`src/rtl/imem_dmem_arbiter.sv`:
```
// Shares one memory port between instruction fetch and the LSU, one transaction at a time.
// Define IMEM_ARB_STARVE_GUARD_EN to bound how long fetch can be starved by LSU traffic.
module imem_dmem_arbiter #(
  parameter int ADDR_W     = 32,
  parameter int DATA_W     = 32,
  parameter int STARVE_MAX = 4
) (
  input  logic                clk,
  input  logic                rst_n,
  input  logic                if_req_i,
  input  logic [ADDR_W-1:0]   if_addr_i,
  output logic                if_ack_o,
  output logic [DATA_W-1:0]   if_rdata_o,
  input  logic                kill_i,
  input  logic                ls_req_i,
  input  logic                ls_we_i,
  input  logic [DATA_W/8-1:0] ls_be_i,
  input  logic [ADDR_W-1:0]   ls_addr_i,
  input  logic [DATA_W-1:0]   ls_wdata_i,
  output logic                ls_ack_o,
  output logic [DATA_W-1:0]   ls_rdata_o,
  output logic                mem_req_o,
  output logic                mem_we_o,
  output logic [DATA_W/8-1:0] mem_be_o,
  output logic [ADDR_W-1:0]   mem_addr_o,
  output logic [DATA_W-1:0]   mem_wdata_o,
  input  logic                mem_ack_i,
  input  logic [DATA_W-1:0]   mem_rdata_i
);

  typedef enum logic [1:0] {IDLE, BUSY_IF, BUSY_LS, DRAIN} state_e;

  state_e state_q, state_d;
  logic                mem_we_q, mem_we_d;
  logic [DATA_W/8-1:0] mem_be_q, mem_be_d;
  logic [ADDR_W-1:0]   mem_addr_q, mem_addr_d;
  logic [DATA_W-1:0]   mem_wdata_q, mem_wdata_d;
  logic                grantLs, grantIf, lsBlocked;

  if (STARVE_MAX < 1 || STARVE_MAX > 15) begin : gBadStarveMax
    $error("imem_dmem_arbiter: STARVE_MAX must be in 1..15");
  end

`ifdef IMEM_ARB_STARVE_GUARD_EN
  localparam logic [3:0] StarveMax = 4'(STARVE_MAX);
  logic [3:0] starveCnt_q, starveCnt_d;

  // Only hold the LSU off when the waiting fetch can actually take the slot.
  assign lsBlocked = (starveCnt_q == StarveMax) && if_req_i && !kill_i;

  always_comb begin
    starveCnt_d = starveCnt_q;
    if (!if_req_i || grantIf) begin
      starveCnt_d = 4'd0;
    end else if (grantLs) begin
      starveCnt_d = starveCnt_q + 4'd1;
    end
  end

  always_ff @(posedge clk) begin
    if (!rst_n) begin
      starveCnt_q <= 4'd0;
    end else begin
      starveCnt_q <= starveCnt_d;
    end
  end
`else
  assign lsBlocked = 1'b0;
`endif

  always_comb begin
    state_d     = state_q;
    mem_we_d    = mem_we_q;
    mem_be_d    = mem_be_q;
    mem_addr_d  = mem_addr_q;
    mem_wdata_d = mem_wdata_q;
    grantLs     = 1'b0;
    grantIf     = 1'b0;
    if_ack_o    = 1'b0;
    ls_ack_o    = 1'b0;
    case (state_q)
      IDLE: begin
        if (ls_req_i && !lsBlocked) begin
          grantLs     = 1'b1;
          state_d     = BUSY_LS;
          mem_we_d    = ls_we_i;
          mem_be_d    = ls_be_i;
          mem_addr_d  = ls_addr_i;
          mem_wdata_d = ls_wdata_i;
        end else if (if_req_i && !kill_i) begin
          grantIf     = 1'b1;
          state_d     = BUSY_IF;
          mem_we_d    = 1'b0;
          mem_be_d    = '1;
          mem_addr_d  = if_addr_i;
          mem_wdata_d = '0;
        end
      end
      BUSY_IF: begin
        // An in-flight fetch cannot be aborted; a redirect only hides its response.
        if (mem_ack_i) begin
          if_ack_o = !kill_i;
          state_d  = IDLE;
        end else if (kill_i) begin
          state_d = DRAIN;
        end
      end
      BUSY_LS: begin
        if (mem_ack_i) begin
          ls_ack_o = 1'b1;
          state_d  = IDLE;
        end
      end
      DRAIN: begin
        if (mem_ack_i) begin
          state_d = IDLE;
        end
      end
      default: state_d = IDLE;
    endcase
  end

  always_ff @(posedge clk) begin
    if (!rst_n) begin
      state_q     <= IDLE;
      mem_we_q    <= 1'b0;
      mem_be_q    <= '0;
      mem_addr_q  <= '0;
      mem_wdata_q <= '0;
    end else begin
      state_q     <= state_d;
      mem_we_q    <= mem_we_d;
      mem_be_q    <= mem_be_d;
      mem_addr_q  <= mem_addr_d;
      mem_wdata_q <= mem_wdata_d;
    end
  end

  assign mem_req_o   = (state_q != IDLE);
  assign mem_we_o    = mem_we_q;
  assign mem_be_o    = mem_be_q;
  assign mem_addr_o  = mem_addr_q;
  assign mem_wdata_o = mem_wdata_q;
  assign if_rdata_o  = if_ack_o ? mem_rdata_i : '0;
  assign ls_rdata_o  = ls_ack_o ? mem_rdata_i : '0;

endmodule

```
`config.mk`:
```
export PLATFORM = sky130hd
export DESIGN_NAME = imem_dmem_arbiter
export DESIGN_NICKNAME = d
export VERILOG_FILES = /design/src/rtl/imem_dmem_arbiter.sv
export SDC_FILE = /design/constraint.sdc
export NUM_CORES = 1
export LEC_CHECK = 0
export CAP_MARGIN = 40
export CORE_AREA = 3 3 111 113
export CTS_BUF_LIST = sky130_fd_sc_hd__clkbuf_8
export DETAILED_ROUTE_END_ITERATION = 10
export DIE_AREA = 0 0 114 116
export HOLD_SLACK_MARGIN = 0.08
export PLACE_DENSITY = 0.73
export SYNTH_ARGS = -nofsm -noshare
export SYNTH_HDL_FRONTEND = slang
export SYNTH_SLANG_ARGS = --single-unit
```
`constraint.sdc`:
```
create_clock -name clk -period 1.5 [get_ports clk]
set_input_delay 0.225 -clock clk [delete_from_list [all_inputs] [get_ports clk]]
set_output_delay 0.225 -clock clk [all_outputs]
set_load 0.02 [all_outputs]
```
==> impl_metrics.toml <==
[run_status]
status = "complete, but fails checks"
violations = "setup timing"

[power_and_ir_drop]
p_leak_nw = 3.45
total_power_mw = 5.54
ir_drop_mv = 0.622
powerDensity_nw_per_um2 = 796

[clock_network]
insertion_delay_ns = 0.34
numCtsBuffers = 9
cts.sinks = 71
cts_buffer_depth = 2
cts_tree = "done"
clk_pin_slew_ns = 0.08
htree_levels = 3
cts_root_buffer = "clkbuf_8"
cts_hold_buf = 0

[final_layout]
post_route_cells_drive_above_1_share = 0.324
most-common-layout-cells = "clkdlybuf4s50_1, dlygate4sd2_1, dfxtp_1, buf_6, and2_4"
diodes = 0
layout.cells.non_filler = 757
fillers = 1002
nNetsFinal = 748
areaGrowthSynthToFinish_pct = 106
final_cell_area_um2 = 6960
post-route-util = 0.610
final_common_cell = "clkdlybuf4s50_1"

[global_routing]
grtUsageTotal = 0.189
overflow = 0
grt_pass1_vias = 3733
grt_pass1_wl_um = 20100
grt_max_degree = 34
grt_antenna_before_repair = 0

[drt]
drc = 0
antenna_left = 0
dr.first_iter.drc_count = 171
wl_per_cell_um = 18.2
first_pass_iters = 4
drt-total-wl_um = 13800
viasPerCell = 4.82
vias = 3652

[place]
dpl.hpwl_um = 9890
placed_cell_area_um2 = 6370
place.gp.congestion = 0.784
placedCellCount = 731
io_buffers = 274
place_ws_ns = -0.676

[timing]
period_needed_ns = 1.73
finalHoldViolations = 0
tightest_slew_ns = 0.344
tns_ns = -12.29
fmax_ghz = 0.579
max-slew-margin-rel = 0.771
drv_slew = 0
finalCritPeriodShare = 1.15
grt_setup_unrepaired = "yes"
fin_ws_ns = -0.228
finClkSkew_ns = 0.0135
worst_hold_slack_ns = 0.445
finalSetupViolCount = 64

[critical_path]
worstSetupPathType = "reg2out"
crit_chain = "and4bb_4, clkbuf_16, and2_4, buf_6"
cp_top_family = "simple AND/OR/NAND/NOR gates"
cp_max_fo = 8
path_buf_inv = 2
setup.worst_path.start_class = "register"
crit_arrival_ns = 1.50
worstPathRequired_ns = 1.27
max_stage_delay_ns = 0.40
cp-end-kind = "output port"
crit_slowest_cell = "and4bb_4"

[synth]
yosys_warnings = 0
synth_area_leaders = "dfxtp_1, and2_1, mux2i_1"
yosysUniqueCellTypes = 27
syn_inst = 321
synth_seq_cells = 71
netlist.area_leader.share = 0.421
netlist_area_um2 = 3380
synth_seq_area_share = 0.421
syn-num-nets = 460
synth_top_area_cell = "dfxtp_1"
post_synth.cell_area_avg_um2 = 10.5

[floorplanning]
fp-row-count = 39
core_um2 = 11400
die_w_um = 114
dieArea_um2 = 13200
die_h_um = 116
start_util = 0.296
ios = 275

[min_path]
min_path_type = "in2reg"

[flow_run]
maxCapViolations = 0
cell usage after synthesis (all sizes together):
cell,count
a21boi,2
a21oi,1
a22o,33
and2,64
and3,1
and3b,1
and4bb,1
buf,22
clkbuf,14
dfxtp,71
inv,1
mux2i,32
nand2,1
nand2b,2
nand3b,1
nor2,1
nor2b,1
o211a,32
o211ai,32
o21a,1
o21ai,2
o221a,4
or2,1
worst register-to-register path: cells and delay by family (launching register included):
| family | cells | cell delay [ns] |
|---|---|---|
| AND/OR/NAND/NOR | 2 | 0.53 |
| buffers and inverters | 2 | 0.31 |
| flip-flops | 1 | 0.33 |
| AO/OA/AOI/OAI | 1 | 0.21 |
path summary, 6_finish.rpt:
check,depth (start not counted),start,to,slack [ns]
worst max-delay path,4,state_q[1],if_rdata_o[15],-0.23
worst min-delay path,4,mem_ack_i,state_q[0],0.44
worst max register to register,5,state_q[1],mem_wdata_o[24],0.09
worst min register to register,1,mem_wdata_o[7],mem_wdata_o[7],0.48
what timing repair did:
action	in CTS	in global routing
pin swaps	5	32
setup endpoints to repair	136	112
gates cloned	4	3
setup buffers	3	1
gates resized for setup	471	75
flip-flops by register name, indices dropped and copies added (netlist names):
| register | flops |
|---|---|
| mem_addr_o | 32 |
| mem_be_o | 4 |
| mem_wdata_o | 32 |
| mem_we_o | 1 |
| state_q | 2 |
power breakdown:
part / internal (mW) / leakage [nW] / total [mW] / switching [mW]
Clock: 0.958 / 0.111 / 1.75 / 0.796
Sequential: 2.06 / 0.588 / 2.14 / 0.0842
Combinational: 0.895 / 2.75 / 1.65 / 0.753
area by class of cell:
| class | instances | area (um^2) | share of cell area |
|---|---|---|---|
| Timing Repair Buffer | 312 | 3220 | 0.463 |
| Multi-Input combinational cell | 214 | 1910 | 0.274 |
| Sequential cell | 71 | 1420 | 0.204 |
| Tap cell | 143 | 179 | 0.0257 |
| Clock buffer | 9 | 124 | 0.0178 |
| Clock inverter | 7 | 103 | 0.0147 |
| Inverter | 1 | 3.75 | 0.000539 |
cell families after synthesis:
family / count (synthesis) / share of synthesized area
and+or+nand+nor: 74 / 0.142
muxes: 32 / 0.0948
AOI/OAI and AO/OA: 107 / 0.277
buffers and inverters: 37 / 0.0655
DFF: 71 / 0.421
layer usage:
layer  wire [um]  vias to the layer above  global-route usage
li1            -                     1775                   -
met5           0                        -                   0
met2        7000                      145               0.335
met1        5530                     1718               0.227
met4         138                        0              0.0396
met3        1120                       14              0.0585
No activity file was read; power rests on OpenSTA's default activity.
